$ cat config.mk
export PLATFORM = sky130hd
export DESIGN_NAME = vector_strip_sequencer
export DESIGN_NICKNAME = d
export VERILOG_FILES = /design/src/rtl/vector_strip_sequencer_pkg.sv /design/src/rtl/vector_strip_sequencer_lane_mask.sv /design/src/rtl/vector_strip_sequencer.sv
export SDC_FILE = /design/constraint.sdc
export NUM_CORES = 1
export LEC_CHECK = 0
export ABC_AREA = 1
export BUFFER_PORTS_ARGS = -buffer_cell sky130_fd_sc_hd__buf_2
export CAP_MARGIN = 20
export CORE_AREA = 2 2 82 84
export DETAILED_ROUTE_END_ITERATION = 10
export DIE_AREA = 0 0 84 86
export SYNTH_ARGS = -nofsm -noshare
export SYNTH_HDL_FRONTEND = slang
export SYNTH_SLANG_ARGS = --single-unit
export TNS_END_PERCENT = 30
$ cat constraint.sdc
create_clock -name clk -period 2.27 [get_ports clk]
set_clock_uncertainty 0.1 [all_clocks]
set_input_delay 0.1135 -clock clk [delete_from_list [all_inputs] [get_ports clk]]
set_output_delay 0.1135 -clock clk [all_outputs]
set_load 0.01 [all_outputs]
$ cat src/rtl/vector_strip_sequencer_pkg.sv
// Shared constants for the vector strip sequencer and the 8-lane vector ALU block.
// Holds the geometry constants, the sequencer state encodings, the ALU op codes
// and the vector-length clamp helper.
package vector_strip_sequencer_pkg;

  localparam int unsigned LANES   = 8;
  localparam int unsigned MAXVL   = 32;
  localparam int unsigned VREG_W  = 3;
  localparam int unsigned CHUNK_W = 2;

  // Sequencer state encodings
  typedef logic [1:0] vseq_state_t;
  localparam vseq_state_t ST_IDLE  = 2'd0;
  localparam vseq_state_t ST_ISSUE = 2'd1;
  localparam vseq_state_t ST_DRAIN = 2'd2;

  // ALU operation codes, shared with the ALU block
  localparam logic [2:0] VOP_ADD = 3'd0;
  localparam logic [2:0] VOP_SUB = 3'd1;
  localparam logic [2:0] VOP_AND = 3'd2;
  localparam logic [2:0] VOP_OR  = 3'd3;
  localparam logic [2:0] VOP_XOR = 3'd4;
  localparam logic [2:0] VOP_SLL = 3'd5;
  localparam logic [2:0] VOP_SRL = 3'd6;
  localparam logic [2:0] VOP_MUL = 3'd7;

  // Requested lengths above MAXVL are silently clamped
  function automatic logic [5:0] clamp_vl(input logic [5:0] vl);
    return (vl > 6'(MAXVL)) ? 6'(MAXVL) : vl;
  endfunction

endpackage

$ cat src/rtl/vector_strip_sequencer_lane_mask.sv
// vseq_lane_mask: combinational per-lane enable for one chunk.
// Lane i is active when element (chunk*LANES + i) lies below the effective VL.
// With VSEQ_PRED_MASK_EN defined the result is further ANDed with the element
// predicate slice belonging to the chunk.
module vseq_lane_mask
  import vector_strip_sequencer_pkg::*;
#(
  parameter int unsigned P_LANES   = 8,
  parameter int unsigned P_MAXVL   = 32,
  parameter int unsigned P_CHUNK_W = 2
) (
  input  logic [P_CHUNK_W-1:0] chunk,
  input  logic [5:0]           evl,
`ifdef VSEQ_PRED_MASK_EN
  input  logic [P_MAXVL-1:0]   pmask,
`endif
  output logic [P_LANES-1:0]   mask
);

  localparam int unsigned LANE_W = $clog2(P_LANES);

  logic [5:0]         base;
  logic [5:0]         idx;
  logic [P_LANES-1:0] vl_mask;
`ifdef VSEQ_PRED_MASK_EN
  logic [P_MAXVL-1:0] pshift;
`endif

  // Element index formed by shift/or so the compare stays a 6-bit comparator
  always_comb begin
    base    = 6'(chunk) << LANE_W;
    idx     = '0;
    vl_mask = '0;
    for (int unsigned i = 0; i < P_LANES; i++) begin
      idx        = base | 6'(i);
      vl_mask[i] = (idx < evl);
    end
`ifdef VSEQ_PRED_MASK_EN
    pshift = pmask >> base;
    mask   = vl_mask & pshift[P_LANES-1:0];
`else
    mask   = vl_mask;
`endif
  end

endmodule

$ cat src/rtl/vector_strip_sequencer.sv
// vector_strip_sequencer: strip-mines one vector instruction (VL 0..63, clamped
// to MAXVL) into LANES-element chunks, issuing one register-file read per cycle
// and the matching masked writeback one cycle later, then pulses done.
// Optional feature macro: VSEQ_PRED_MASK_EN (adds instr_pmask element predicate).
module vector_strip_sequencer #(
  parameter int unsigned LANES   = 8,
  parameter int unsigned MAXVL   = 32,
  parameter int unsigned VREG_W  = 3,
  parameter int unsigned CHUNK_W = 2
) (
  input  logic               clk,
  input  logic               rst,
  input  logic               instr_valid,
  output logic               instr_ready,
  input  logic [2:0]         instr_op,
  input  logic [VREG_W-1:0]  instr_vd,
  input  logic [VREG_W-1:0]  instr_vs1,
  input  logic [VREG_W-1:0]  instr_vs2,
  input  logic [5:0]         instr_vl,
`ifdef VSEQ_PRED_MASK_EN
  input  logic [MAXVL-1:0]   instr_pmask,
`endif
  output logic               rf_rd_en,
  output logic [VREG_W-1:0]  rf_rd_vs1,
  output logic [VREG_W-1:0]  rf_rd_vs2,
  output logic [CHUNK_W-1:0] rf_rd_chunk,
  output logic [LANES-1:0]   valu_ena,
  output logic [2:0]         valu_sel,
  output logic               wb_en,
  output logic [VREG_W-1:0]  wb_vd,
  output logic [CHUNK_W-1:0] wb_chunk,
  output logic [LANES-1:0]   wb_mask,
  output logic               busy,
  output logic               done
);

  import vector_strip_sequencer_pkg::*;

  localparam int unsigned LANE_W = $clog2(LANES);

  vseq_state_t        state;
  logic [2:0]         op_q;
  logic [VREG_W-1:0]  vd_q;
  logic [VREG_W-1:0]  vs1_q;
  logic [VREG_W-1:0]  vs2_q;
  logic [5:0]         evl_q;
  logic [CHUNK_W-1:0] last_q;
  logic [CHUNK_W-1:0] chunk_q;
`ifdef VSEQ_PRED_MASK_EN
  logic [MAXVL-1:0]   pmask_q;
`endif

  logic [5:0]         evl_in;
  logic [5:0]         evl_m1;
  logic [CHUNK_W-1:0] last_in;
  logic [LANES-1:0]   lane_mask;

  // Effective VL and index of the final chunk for the offered instruction
  always_comb begin
    evl_in  = clamp_vl(instr_vl);
    evl_m1  = evl_in - 6'd1;
    last_in = CHUNK_W'(evl_m1 >> LANE_W);
  end

  vseq_lane_mask #(
    .P_LANES   (LANES),
    .P_MAXVL   (MAXVL),
    .P_CHUNK_W (CHUNK_W)
  ) u_lane_mask (
    .chunk (chunk_q),
    .evl   (evl_q),
`ifdef VSEQ_PRED_MASK_EN
    .pmask (pmask_q),
`endif
    .mask  (lane_mask)
  );

  // Sequencer FSM: accept and latch, walk chunks, one drain cycle to retire
  always_ff @(posedge clk or posedge rst) begin
    if (rst) begin
      state   <= ST_IDLE;
      op_q    <= '0;
      vd_q    <= '0;
      vs1_q   <= '0;
      vs2_q   <= '0;
      evl_q   <= '0;
      last_q  <= '0;
      chunk_q <= '0;
`ifdef VSEQ_PRED_MASK_EN
      pmask_q <= '0;
`endif
    end else begin
      case (state)
        ST_IDLE: begin
          if (instr_valid) begin
            op_q    <= instr_op;
            vd_q    <= instr_vd;
            vs1_q   <= instr_vs1;
            vs2_q   <= instr_vs2;
            evl_q   <= evl_in;
            last_q  <= last_in;
            chunk_q <= '0;
`ifdef VSEQ_PRED_MASK_EN
            pmask_q <= instr_pmask;
`endif
            state   <= (evl_in == 6'd0) ? ST_DRAIN : ST_ISSUE;
          end
        end
        ST_ISSUE: begin
          chunk_q <= chunk_q + 1'b1;
          if (chunk_q == last_q) state <= ST_DRAIN;
        end
        ST_DRAIN: state <= ST_IDLE;
        default:  state <= ST_IDLE;
      endcase
    end
  end

  // Read strobe and indices decoded from state; quiet outside ISSUE
  always_comb begin
    instr_ready = (state == ST_IDLE);
    busy        = (state != ST_IDLE);
    done        = (state == ST_DRAIN);
    rf_rd_en    = (state == ST_ISSUE);
    rf_rd_vs1   = rf_rd_en ? vs1_q   : '0;
    rf_rd_vs2   = rf_rd_en ? vs2_q   : '0;
    rf_rd_chunk = rf_rd_en ? chunk_q : '0;
    wb_mask     = valu_ena;
  end

  // ALU controls and writeback follow the read by one cycle to meet the operands
  always_ff @(posedge clk or posedge rst) begin
    if (rst) begin
      wb_en    <= 1'b0;
      valu_ena <= '0;
      valu_sel <= '0;
      wb_vd    <= '0;
      wb_chunk <= '0;
    end else if (rf_rd_en) begin
      wb_en    <= 1'b1;
      valu_ena <= lane_mask;
      valu_sel <= op_q;
      wb_vd    <= vd_q;
      wb_chunk <= chunk_q;
    end else begin
      wb_en    <= 1'b0;
      valu_ena <= '0;
      valu_sel <= '0;
      wb_vd    <= '0;
      wb_chunk <= '0;
    end
  end

endmodule

## Word-level counts from Yosys, hierarchy flattened

Index checks and enable logic that the tools add are counted.

- Equal/unequal tests: 5
- Shift operators: 0
- Add/sub/neg operators: 2
- Bitwise logic cells: 0
- Multipliers: 0
- Reduce and logical (&&, ||, !) cells: 7
- Mux-type cells: 14
- Divide/modulo/power cells: 0
- Magnitude comparators: 9

Operators by type and width:

| operator | count |
|---|---|
| 5-bit by 6-bit less-than comparator with 1-bit output | 8 |
| 3-bit two-way mux | 4 |
| 2-bit two-way mux | 5 |
| 8-bit two-way mux | 1 |
| 2-bit one-hot mux with 2 select lines | 2 |
| 6-bit > comparator (second input constant) | 1 |
| 6-bit logical NOT | 1 |
| 6-bit two-way mux | 1 |
| 2-bit AND reduction | 3 |
| 5-bit by 1-bit subtractor with 5-bit output (second input constant) | 1 |
| 2-bit nonzero test | 2 |
| 2-bit by 1-bit adder with 2-bit output (second input constant) | 1 |
| 2-bit by 1-bit equality test with 1-bit output (second input constant) | 1 |
| 2-bit equality test | 1 |
| 2-bit equality test (second input constant) | 1 |
| 2-bit logical NOT | 1 |
| 2-bit by 1-bit inequality test with 1-bit output (second input constant) | 1 |
| 2-bit inequality test (second input constant) | 1 |
| 1-bit two-way mux | 1 |

- Flip-flop bits (word level): 41
- Bits in latches: 0
- Memories: 0
- RAM bits: 0
- Word-level logic and storage cells: 50
- Memory bits (read-only): 0

## Depth between registers and ports, before layout

Gate-level depths: netlist (run 1).

- Depth after elaboration: 6
- Depth in mapped cells: 7
- Gate-level depth less buffers: 7

## Hierarchy

A second synthesis (run 1) with hierarchy kept.

- Cell total of the unflattened synthesis: 225
- Area, all modules: 1874.3 µm²

Modules (own cells, without submodules):

| module | instances | area an instance (µm²) | seq. area each (µm²) | cells each |
|---|---|---|---|---|
| vector_strip_sequencer | 1 | 1692.9 | 1026.0 | 188 |
| vseq_lane_mask | 1 | 181.4 | 0.0 | 37 |

## Least setup slack after synthesis (run 1)

Ideal clock, no wire load.

- Path kind: reg-to-reg
- From: register chunk_q[1]
- To: register valu_ena[4]
- Period minus slack after synthesis: 1.360 ns
- Cell stages (with the launch flop): 7
- Path slack: 0.910 ns
- Buffers on the path: 0
- Data required time: 2.048 ns
- Setup time: 0.122 ns
- Arrival time: 1.138 ns
- Path through: dfrtp_1 ha_1 inv_1 nor2_1 nand3_1 nor3_1 nor2_1

- Longest elaborated chain between the ends: 2

RTL lines:

| what | line | source |
|---|---|---|
| from (decl) | vector_strip_sequencer.sv:48 | `logic [CHUNK_W-1:0] chunk_q;` |
| from (signal assigned) | vector_strip_sequencer.sv:110 | `chunk_q <= chunk_q + 1'b1;` |
| 5-bit by 6-bit less-than comparator with 1-bit output | vector_strip_sequencer_lane_mask.sv:36 | `vl_mask[i] = (idx < evl);` |
| 8-bit two-way mux | vector_strip_sequencer.sv:139 | `end else if (rf_rd_en) begin` |
| to (signal assigned) | vector_strip_sequencer.sv:141 | `valu_ena <= lane_mask;` |
| to (decl) | vector_strip_sequencer.sv:27 | `output logic [LANES-1:0] valu_ena,` |

Every way passes these cells.
A chain may end at the register's enable or synchronous reset.

## Final worst setup path (run 1)

- From: register state[0]
- To: output rf_rd_chunk[1]

- Longest elaborated chain between the ends: 2

RTL lines:

| what | line | source |
|---|---|---|
| from (decl) | vector_strip_sequencer.sv:41 | `vseq_state_t state;` |
| from (signal assigned) | vector_strip_sequencer.sv:106 | `state <= (evl_in == 6'd0) ? ST_DRAIN : ST_ISSUE;` |
| 2-bit by 1-bit equality test with 1-bit output | vector_strip_sequencer.sv:124 | `rf_rd_en = (state == ST_ISSUE);` |
| 2-bit two-way mux | vector_strip_sequencer.sv:127 | `rf_rd_chunk = rf_rd_en ? chunk_q : '0;` |
| to (decl) | vector_strip_sequencer.sv:26 | `output logic [CHUNK_W-1:0] rf_rd_chunk,` |

Every way passes these cells.

==> key figures, run 1 <==
Synth
  • Synth warnings: 0
  • Combinational family with the most area after synthesis: simple AND/OR/NAND/NOR gates
  • Avg Inst Size Synth: 9.13 um^2
  • Largest cells by area after synthesis: dfrtp_1 (55%), nand2_1 (9.3%), inv_1 (6.9%), nor2_1 (5.2%), o21ai_2 (4.7%)
  • Primary FF master, synth: dfrtp_1
  • Post-synthesis simple-gate area fraction: 0.201
  • Mapped cell area: approximately 1900 um^2
  • Compound-Gate Fraction of Synth Area: 0.0940
  • Fraction of synthesized cell area in xor and xnor cells: 0
  • Async SR Flop Fraction: 1.00
  • Top-area cell type share of the netlist area: 0.551
  • Top cells by count, synth: nand2_1 (46), dfrtp_1 (41), inv_1 (34), nor2_1 (26), o21ai_2 (10)
  • Seq/Total Area, Yosys: 0.551
  • EDFF count, synth: 0
  • Post-synthesis mux area share: 0
  • Synthesized flop and latch total: just over 40
  • Post-Synthesis Cells: 204
  • Distinct cell type count after synthesis: 23
  • Cell taking the most area after synthesis: dfrtp_1
  • Most common cell in the synthesized netlist: nand2_1
  • Syn_nets: 228
  • Adder-Cell Fraction of Synth Area: 0.0201

STA
  • Final Setup Violations: 0
  • Worst slew pin tran: roughly 500 ps
  • FMAX: 567 MHz
  • Rel. slew slack: 0.669
  • Crit path time final: about 1800 ps
  • Hold slack: ~14 ps
  • Setup TNS Final: 0 ps
  • Slew Limit Fails: 0
  • Hold violation total from the final report: 0
  • Crit share post-route: 0.776
  • RSZ-0062 raised after global routing: no

Power and ir drop
  • Clock share of power: 0.183
  • Comb pwr share: 0.439
  • Pwr/cell area: 1370 nW/um^2
  • Sw Ratio: 0.398
  • Leak: between 0.001 and 0.0015 uW
  • Int Power: between 1500 and 2000 uW
  • Max VDD drop: ~0.00046 V
  • Net Sw Power: ~1300 uW
  • Seq pwr share: 0.378

Layout
  • Nets: between 200 and 300
  • Final instance area: 2400 um^2
  • P&R area growth vs syn: 28.8%
  • Fin cells: between 300 and 400
  • Util after Layout: 0.382
  • Layout cells sized above 1: 0.301
  • Inserted Diodes: 0

Clock tree
  • CTS Root Cell: clkbuf_8
  • Clk Latency, worst-skew pair: approximately 290 ps
  • H-tree Lvls: 2
  • Clock transition at path regs: 70 ps
  • CTS Buffer Depth: 2
  • Cts bufs inserted: 5
  • # clock sinks: 41
  • Post-CTS sizing: 0
  • CTS tree: built

Setup path
  • FF-to-FF path depth: 6
  • Startpoint Class: flop
  • Reg2Reg Launch Point: chunk_q[1]
  • Worst EP arrival: between 1500 and 2000 ps
  • Crit end category: output pin
  • Worst EP required: 2060 ps
  • Critical path type: flop to output pin
  • Worst setup endpoint: rf_rd_chunk[1]
  • Worst reg2reg endpoint: valu_ena[4]
  • CP Launch Point: state[0]
  • Reg2Reg Setup Slack: roughly 790 ps
  • Worst Path Max Fanout: 15

Floorplan
  • Chip height: 86 um
  • Core ar.: about 6300 um^2
  • Die width: 84 um
  • Initial Utilization: 0.297
  • Rows: 29
  • I/O pin cnt: between 50 and 60
  • Die area: just over 7000 um^2

Drt
  • Initial DRC count: between 60 and 70
  • Routed wire length: between 3 and 4 mm
  • Routed via count: approximately 1,400
  • Drt pass-1 iters: 4
  • ANT nets after route: 0
  • Remaining DRCs: 0
  • Vias/cell: 4.10
  • WL/cell: 10.7 um

GRT
  • First-pass GRT wire length: between 6 and 7 mm
  • Global route overflow: 0
  • Number of global-route vias before repair: 1,432
  • Pin count of the biggest net entering global routing: 42
  • Initial antenna violation count: 0
  • Total track usage: 0.115

Placed design
  • HPWL after DPL: roughly 2.7 mm
  • Post-DP Area: about 2100 um^2
  • Port bufs: 57
  • Routability cong.: between 0.7 and 0.8
  • Inst Count DP: around 330

Min path
  • Worst hold path class: input pin to flop

Run
  • Max-cap violations: 0

Status
  • Status: finished, final reports clean
## cells in the final DEF (no fill, tap or decap)
cell / count
nand4_1: 2
buf_4: 1
inv_2: 1
nand3_1: 6
a21oi_1: 6
nand4_2: 1
inv_1: 33
o31ai_1: 1
clkbuf_8: 6
clkbuf_1: 1
ha_1: 3
clkinv_1: 1
nor3_1: 1
buf_2: 57
dlygate4sd3_1: 14
nand2_1: 46
nor2_4: 3
nand2_4: 1
nor2_1: 26
o21ai_2: 10
inv_6: 1
dfrtp_1: 41
bufinv_16: 1
o211ai_1: 1
o21ai_0: 1
o21bai_1: 1
o21ai_1: 6
## sequential cells by signal, summed over array words and instances, names as in the netlist
signal and cells:
chunk_q 2, valu_ena 8, vs2_q 3, wb_en 1, state 2, vs1_q 3
op_q 3, wb_vd 3, wb_chunk 2, vd_q 3, valu_sel 3, evl_q 6
last_q 2
## critical path, stage by stage, from the launching register on
cell	delay, ps
dfrtp_1	410
inv_1	110
nor2_4	210
inv_2	180
nor2_1	180
buf_2	160
## power groups by stage
stage	combinational, uW	sequential, uW	clock (uW)
CTS	1480	1250	622
global route	1650	1290	650
global placement	1430	1250	0
floorplan	1050	1300	0
finish	1440	1240	599
detailed placement	1450	1260	0
## worst min path at each step
| stage | startpoint | endpoint | cells past startpoint |
|---|---|---|---|
| 2_1_floorplan | instr_vl[0] | evl_q[0] | 2 |
| 3_3_place_gp | rst | wb_vd[0] | 3 |
| 3_5_place_dp | rst | valu_sel[2] | 3 |
| 4_1_cts | instr_vl[4] | last_q[1] | 3 |
| 5_1_grt | instr_vl[1] | evl_q[1] | 3 |
| 6_report | instr_vl[1] | evl_q[1] | 3 |
## layer usage
layer	up-vias	GRT usage	wire, um
li1	744	-	-
met1	647	0.145	1690
met2	36	0.182	1800
met3	4	0.0289	181
met4	0	0.0616	59
met5	-	0	0
## what timing repair did
item                      in CTS  in global routing
buffers inserted               0                  0
hold endpoints to repair      54                  0
hold buffers                  14                  0
## area by class of cell
class	instances	area (um^2)
fillers	653	3880
inverters	36	140
repair buffers	72	433
well taps	77	96.3
flip-flops and latches	41	1030
clock inverters	1	30.0
multi-input cells	115	588
clock buffers	7	86.3
## cell families (layout without fill, tap and decap cells)
| family | count (synthesis) | in the layout |
|---|---|---|
| buffers and inverters | 48 | 116 |
| and+or+nand+nor | 86 | 86 |
| DFF | 41 | 41 |
| adders and majority gates | 3 | 3 |
| AOI/OAI and AO/OA | 26 | 26 |
## metrics by stage
stage / power [uW] / worst slack [ps]
2_1_floorplan: 2350 / 910
5_1_grt: 3590 / 386
4_1_cts: 3340 / 468
6_report: 3280 / 508
3_5_place_dp: 2710 / 802
3_3_place_gp: 2680 / 810
Note: power is estimated with default switching activity, not from simulation.
==> inputs of run 2 (changes only) <==
Settings changed: ABC_AREA 1 to 0, CORE_AREA 2 2 82 84 to 2 2 80 82, DIE_AREA 0 0 84 86 to 0 0 82 84.
Clock period 2.27 ns to 1.8 ns, I/O delays scaled along.
==> run 2 against run 1 <==
  * Global-route usage decreased by 0.66 points
  * Worst hold slack got worse by 4.3 ps
  * Via count decreased by 10%
  * Cell area decreased by 0.52%
  * Largest cell class unchanged
==> key figures, run 2 <==
Min path
  • Hold endpoint: evl_q[3]
  • Hold wc startpoint: instr_vl[3]
  • Hold depth: 3 (unchanged)
  • Worst hold path class: input pin to flop

Drt
  • Routed wire length: 3.40 mm (-8.7%)
  • Initial DRC count: 21 (-69%)
  • Vias/cell: 4.22 (+2.8%)
  • ANT nets after route: 0 (unchanged)
  • Drt pass-1 iters: 6 (+2)
  • Remaining DRCs: 0 (unchanged)
  • WL/cell: 11.2 um (+4.8%)
  • Routed via count: 1,282 (-10%)

Synth
  • Syn_nets: 176 (-23%)
  • Avg Inst Size Synth: 11.7 um^2 (+28%)
  • EDFF count, synth: 0 (unchanged)
  • Synth warnings: 0 (unchanged)
  • Top-area cell type share of the netlist area: 0.577 (+0.0264)
  • Most common cell in the synthesized netlist: dfrtp_1
  • Seq/Total Area, Yosys: 0.577 (+0.0264)
  • Primary FF master, synth: dfrtp_1
  • Async SR Flop Fraction: 1.00 (unchanged)
  • Mapped cell area: 1780 um^2 (-4.6%)
  • Synthesized flop and latch total: 41 (unchanged)
  • Post-Synthesis Cells: 152 (-25%)
  • Distinct cell type count after synthesis: 27 (+17%)
  • Largest cells by area after synthesis: dfrtp_1 (58%), mux2_4 (5.1%), and2_1 (4.6%), mux2_2 (4.4%), a21oi_1 (4.2%)
  • Cell taking the most area after synthesis: dfrtp_1
  • Top cells by count, synth: dfrtp_1 (41), a21oi_1 (15), and2_1 (13), inv_1 (9)

Clock tree
  • # clock sinks: 41 (unchanged)
  • Clk Latency, worst-skew pair: 290 ps (about the same)
  • CTS Buffer Depth: 2 (unchanged)
  • H-tree Lvls: 2 (unchanged)
  • Cts bufs inserted: 5 (unchanged)
  • CTS tree: built
  • Clock transition at path regs: 80 ps (about the same)
  • CTS Root Cell: clkbuf_8

STA
  • Setup TNS Final: 0 ps (unchanged)
  • Final Setup Violations: 0 (unchanged)
  • Crit share post-route: 0.936
  • Slew Limit Fails: 0 (unchanged)
  • Setup WS post-layout: 114 ps (-393 ps)
  • RSZ-0062 raised after global routing: no
  • Rel. slew slack: 0.507 (-0.162)
  • Hold violation total from the final report: 0 (unchanged)
  • FMAX: between 500 and 600 MHz
  • Worst slew pin tran: 735 ps (+239 ps)
  • Crit path time final: 1690 ps

GRT
  • Initial antenna violation count: 0 (unchanged)
  • Global route overflow: 0 (unchanged)
  • Total track usage: 0.108 (-0.00664)
  • First-pass GRT wire length: 5.66 mm (-14%)
  • Number of global-route vias before repair: 1,227 (-14%)
  • Pin count of the biggest net entering global routing: 28 (-33%)

Setup path
  • Reg2Reg Launch Point: state[0]
  • FF-to-FF path depth: 3 (-3)
  • Worst EP arrival: 1500 ps (-50 ps)
  • Worst Path Max Fanout: 13 (-2)
  • Reg2Reg Setup Slack: 170 ps (-620 ps)
  • Critical path type: flop to output pin
  • Startpoint Class: flop
  • Crit end category: output pin
  • Worst reg2reg endpoint: vs2_q[2]
  • Worst EP required: 1610 ps (-450 ps)

Power and ir drop
  • Tot Pwr: 4070 uW (+24%)
  • Leak: 0.00119 uW (-11%)
  • Max VDD drop: 0.000612 V (+32%)
  • Pwr/cell area: 1710 nW/um^2 (+25%)

Floorplan
  • Core ar.: 6100 um^2 (-2.9%)
  • I/O pin cnt: 58 (unchanged)
  • Die width: 82 um (-2.4%)
  • Die area: 6890 um^2 (-4.7%)
  • Initial Utilization: 0.292 (-0.00512)
  • Chip height: 84 um (-2.3%)
  • Rows: 29 (unchanged)

Layout
  • P&R area growth vs syn: 34.3%
  • Layout cells sized above 1: 0.383 (+0.0818)
  • Most flop-heavy register: valu_ena
  • Nets: 250 (-15%)
  • Fillers: 613 (-6.1%)
  • Most frequent cells in the layout: buf_2 (57), dfrtp_1 (41), dlygate4sd3_1 (17)
  • Fin cells: 304 (-13%)
  • Util after Layout: 0.392 (+0.00933)
  • Max reg flops: 8 (unchanged)
  • Inserted Diodes: 0 (unchanged)
  • Most common library cell in the layout ignoring fill and taps: buf_2
  • Biggest regs: valu_ena: 8 flops, evl_q: 6 flops

Placed design
  • Inst Count DP: 278 (-15%)
  • Port bufs: 57 (unchanged)
  • HPWL after DPL: 2.48 mm (-7.9%)
  • Pre-CTS setup slack: 204 ps (-598 ps)
  • Routability cong.: 0.798 (+1.0%)

Run
  • Max-cap violations: 0 (unchanged)

Status
  • Status: finished, final reports clean
==> run 2: changes by cell type in the layout (fill, tap and decap cells not counted), sizes merged, moves of 4 or more <==
cell,previous run,this run
o21ai,17,9
xnor2,0,4
buf,58,62
nor2,29,4
nand2b,0,6
inv,35,8
mux2,0,13
and2,0,13
nand2,47,8
a21oi,6,15
==> run 2: worst max path at each step <==
stage               startpoint        endpoint  cells past startpoint
finish                state[1]  rf_rd_chunk[1]                      5
global route          state[1]  rf_rd_chunk[1]                      5
CTS                   state[1]  rf_rd_chunk[1]                      5
detailed placement    state[0]        evl_q[5]                      3
global placement      state[0]        vs2_q[2]                      3
floorplan             state[1]        evl_q[5]                      4
==> run 2: worst max-delay path, cell delays in order, from the launching register on <==
cell and delay (ps):
dfrtp_1 410, nand2b_2 220, inv_2 110, buf_6 150
and2_1 170, buf_2 140
==> run 2: timing repair <==
item	4_1_cts	5_1_grt
endpoints found under the setup margin	1	5
setup buffers	0	1
resized for setup	1	2
hold endpoints to repair	35	0
hold buffers	17	0
==> run 2: per-layer routing <==
metal / global-route usage / vias to the layer above / wire [um]
met5: 0 / - / 0
met4: 0.0348 / 0 / 21
met3: 0.0379 / 2 / 204
met2: 0.174 / 35 / 1650
met1: 0.133 / 603 / 1530
li1: - / 642 / -
==> run 2: where the power goes <==
part	leakage [uW]	switching (uW)	internal [uW]
sequential	0.000505	256	1350
combinational	0.000631	904	910
clock	0.0000542	304	346
==> run 2: stage by stage <==
step	hold slack, ps	instance area, um^2
floorplan	138	1780
global route	40.4	2390
detailed placement	55.3	2100
finish	9.27	2390
global placement	56.0	2100
CTS	16.7	2370
==> run 2: area by class of cell <==
class	instances	area, um^2	area share
timing repair buffer	79	509	0.213
multi-input combinational	90	621	0.260
clock buffer	7	96.3	0.0404
tap	77	96.3	0.0404
sequential	41	1030	0.430
inverter	9	33.8	0.0142
clock inverter	1	5.00	0.00210
==> run 2: logic make-up after synthesis <==
family	count (synthesis)	synth area share
buf+inv	21	0.0753
xor+xnor	4	0.0197
mux	13	0.0950
simple gates	45	0.140
flops	41	0.577
compound gates	25	0.0718
fa+ha+maj	3	0.0211
==> inputs of run 3 (changes only) <==
Settings changed: CORE_AREA 2 2 80 82 to 2 2 85 79, DIE_AREA 0 0 82 84 to 0 0 87 81.
==> run 3 against run 2 <==
  * Critical path type unchanged
  * Critical endpoint is now rf_rd_vs1[2]
  * Combinational power fell by 2%
  * Count of clock-buffer cells in the layout is 2 lower
  * Register-to-register slack better by 70 ps
  * Non-clock buffer count down 1
  * Sequential cell count did not move
  * The flow now finishes with violations (negative hold slack)
  * Clock power rose by 32%
  * First-iteration DRC count is 100% higher
  * Total power is 3.9% higher
==> key figures, run 3 (synthesis results as in run 2) <==
Status
  • Status: complete, but fails checks
  • Failing checks: negative hold slack

Min path
  • Hold wc startpoint: instr_vl[3]
  • Worst hold path class: input pin to flop
  • Hold endpoint: evl_q[3]
  • Hold depth: 3 (unchanged)

STA
  • Slew Limit Fails: 0 (unchanged)
  • Hold slack: -3.71 ps (-13.0 ps)
  • Worst slew pin tran: 508 ps (-227 ps)
  • Setup WS post-layout: 118 ps (+3.76 ps)
  • Crit path time final: 1680 ps (-3.76 ps)
  • Crit share post-route: 0.934 (-0.00209)
  • Final Setup Violations: 0 (unchanged)
  • Hold violation total from the final report: 1 (+1)
  • Setup TNS Final: 0 ps (unchanged)
  • Rel. slew slack: 0.661 (+0.154)
  • RSZ-0062 raised after global routing: no
  • FMAX: 595 MHz (+0.22%)

GRT
  • Total track usage: 0.104 (-0.00416)
  • Number of global-route vias before repair: 1,237 (+0.81%)
  • First-pass GRT wire length: 5.73 mm (+1.2%)
  • Initial antenna violation count: 0 (unchanged)
  • Pin count of the biggest net entering global routing: 42 (+50%)
  • Global route overflow: 0 (unchanged)

Layout
  • Max reg flops: 8 (unchanged)
  • Nets: 249 (-0.40%)
  • Most common library cell in the layout ignoring fill and taps: buf_2
  • Util after Layout: 0.381 (-0.0103)
  • Fillers: 630 (+2.8%)
  • Inserted Diodes: 0 (unchanged)
  • P&R area growth vs syn: 34.5%
  • Most frequent cells in the layout: buf_2 (57), dfrtp_1 (41), dlygate4sd3_1 (17)
  • Final instance area: 2390 um^2 (+0.16%)
  • Most flop-heavy register: valu_ena
  • Biggest regs: valu_ena: 8 flops, evl_q: 6 flops
  • Layout cells sized above 1: 0.381 (-0.00273)

Clock tree
  • CTS tree: built
  • CTS Buffer Depth: 2 (unchanged)
  • CTS Root Cell: clkbuf_8
  • # clock sinks: 41 (unchanged)
  • H-tree Lvls: 2 (unchanged)
  • Clk Latency, worst-skew pair: 290 ps (about the same)
  • Clock transition at path regs: 80 ps (about the same)
  • Setup Buffers After CTS: 0 (unchanged)
  • Cts bufs inserted: 5 (unchanged)

Power and ir drop
  • Max VDD drop: 0.000552 V (-9.8%)
  • Clock share of power: 0.204 (+0.044)
  • Seq pwr share: 0.378 (-0.017)
  • Net Sw Power: 1460 uW (-0.25%)
  • Comb pwr share: 0.418 (-0.027)
  • Leak: 0.00120 uW (+0.45%)
  • Int Power: 2770 uW (+6.2%)
  • Sw Ratio: 0.345 (-0.0143)
  • Pwr/cell area: 1770 nW/um^2 (+3.7%)
  • Tot Pwr: 4230 uW (+3.9%)

Drt
  • Remaining DRCs: 0 (unchanged)
  • Drt pass-1 iters: 4 (-2)
  • ANT nets after route: 0 (unchanged)
  • Initial DRC count: 42 (+100%)
  • Routed wire length: 3.43 mm (+0.76%)
  • Routed via count: 1,258 (-1.9%)
  • Vias/cell: 4.18 (-0.89%)
  • WL/cell: 11.4 um (+1.8%)

Placed design
  • Port bufs: 57 (unchanged)
  • Post-DP Area: 2090 um^2 (-0.71%)
  • Routability cong.: 0.792 (-0.75%)
  • HPWL after DPL: 2.45 mm (-0.84%)
  • Pre-CTS setup slack: 252 ps (+47.9 ps)

Setup path
  • Crit end category: output pin
  • Worst EP arrival: 1490 ps (about the same)
  • Worst Path Max Fanout: 9 (-4)
  • Worst EP required: 1610 ps (about the same)
  • FF-to-FF path depth: 3 (unchanged)
  • Critical path type: flop to output pin
  • Startpoint Class: flop
  • Worst reg2reg endpoint: op_q[2]
  • Reg2Reg Setup Slack: 240 ps (+70 ps)
  • Reg2Reg Launch Point: state[0]

Run
  • Max-cap violations: 0 (unchanged)

Floorplan
  • I/O pin cnt: 58 (unchanged)
  • Die width: 87 um (+6.1%)
  • Initial Utilization: 0.284 (-0.00815)
  • Chip height: 81 um (-3.6%)
  • Die area: 7050 um^2 (+2.3%)
  • Rows: 28 (-3.4%)
  • Core ar.: 6270 um^2 (+2.9%)
[run 3: how the worst max path moves through the flow]
stage | startpoint | to | slack [ps] | cells after the start
CTS | state[1] | rf_rd_vs1[1] | 90 | 5
finish | state[1] | rf_rd_vs1[2] | 120 | 5
global placement | state[0] | vs2_q[0] | 270 | 3
floorplan | state[1] | evl_q[5] | 250 | 4
detailed placement | state[1] | vs1_q[2] | 250 | 3
global route | state[1] | rf_rd_vs2[0] | 3 | 5
[run 3: layer usage]
metal  vias up  global-route usage  share of wire
met3         5              0.0315          0.060
met1       574               0.140           0.47
met4         0              0.0328          0.013
met2        39               0.160           0.46
li1        640                   -              -
met5         -                   0              0
[run 3: area by class of cell]
type | count | area (um^2) | area share
flip-flops and latches | 41 | 1030 | 0.429
clock inverters | 3 | 65.1 | 0.0272
multi-input cells | 90 | 618 | 0.259
well taps | 75 | 93.8 | 0.0392
repair buffers | 78 | 485 | 0.203
clock buffers | 5 | 68.8 | 0.0288
inverters | 9 | 33.8 | 0.0141
[run 3: critical path: stages, from the launching register on]
cell and delay, ps:
dfrtp_1 410, nand2b_1 210, inv_2 160, buf_4 170
and2_1 130, buf_2 120
[run 3: per-stage QoR]
step	hold WS [ps]	cells
after global placement	144	276
final	-3.71	301
after global routing	12.8	301
after detailed placement	148	276
after CTS	0.301	301
after floorplan	138	152
[run 3: what timing repair did]
action / in CTS / in global routing
hold endpoints to repair: 57 / 0
endpoints found under the setup margin: 1 / 0
hold buffers: 17 / 0
gates resized for setup: 1 / 0
[run 3: power by group through the flow]
| stage | combinational (uW) | clock [uW] | sequential (uW) |
|---|---|---|---|
| 6_report | 1770 | 862 | 1600 |
| 2_1_floorplan | 1230 | 0 | 1650 |
| 4_1_cts | 1800 | 894 | 1610 |
| 5_1_grt | 2000 | 930 | 1670 |
| 3_3_place_gp | 1750 | 0 | 1610 |
| 3_5_place_dp | 1760 | 0 | 1630 |
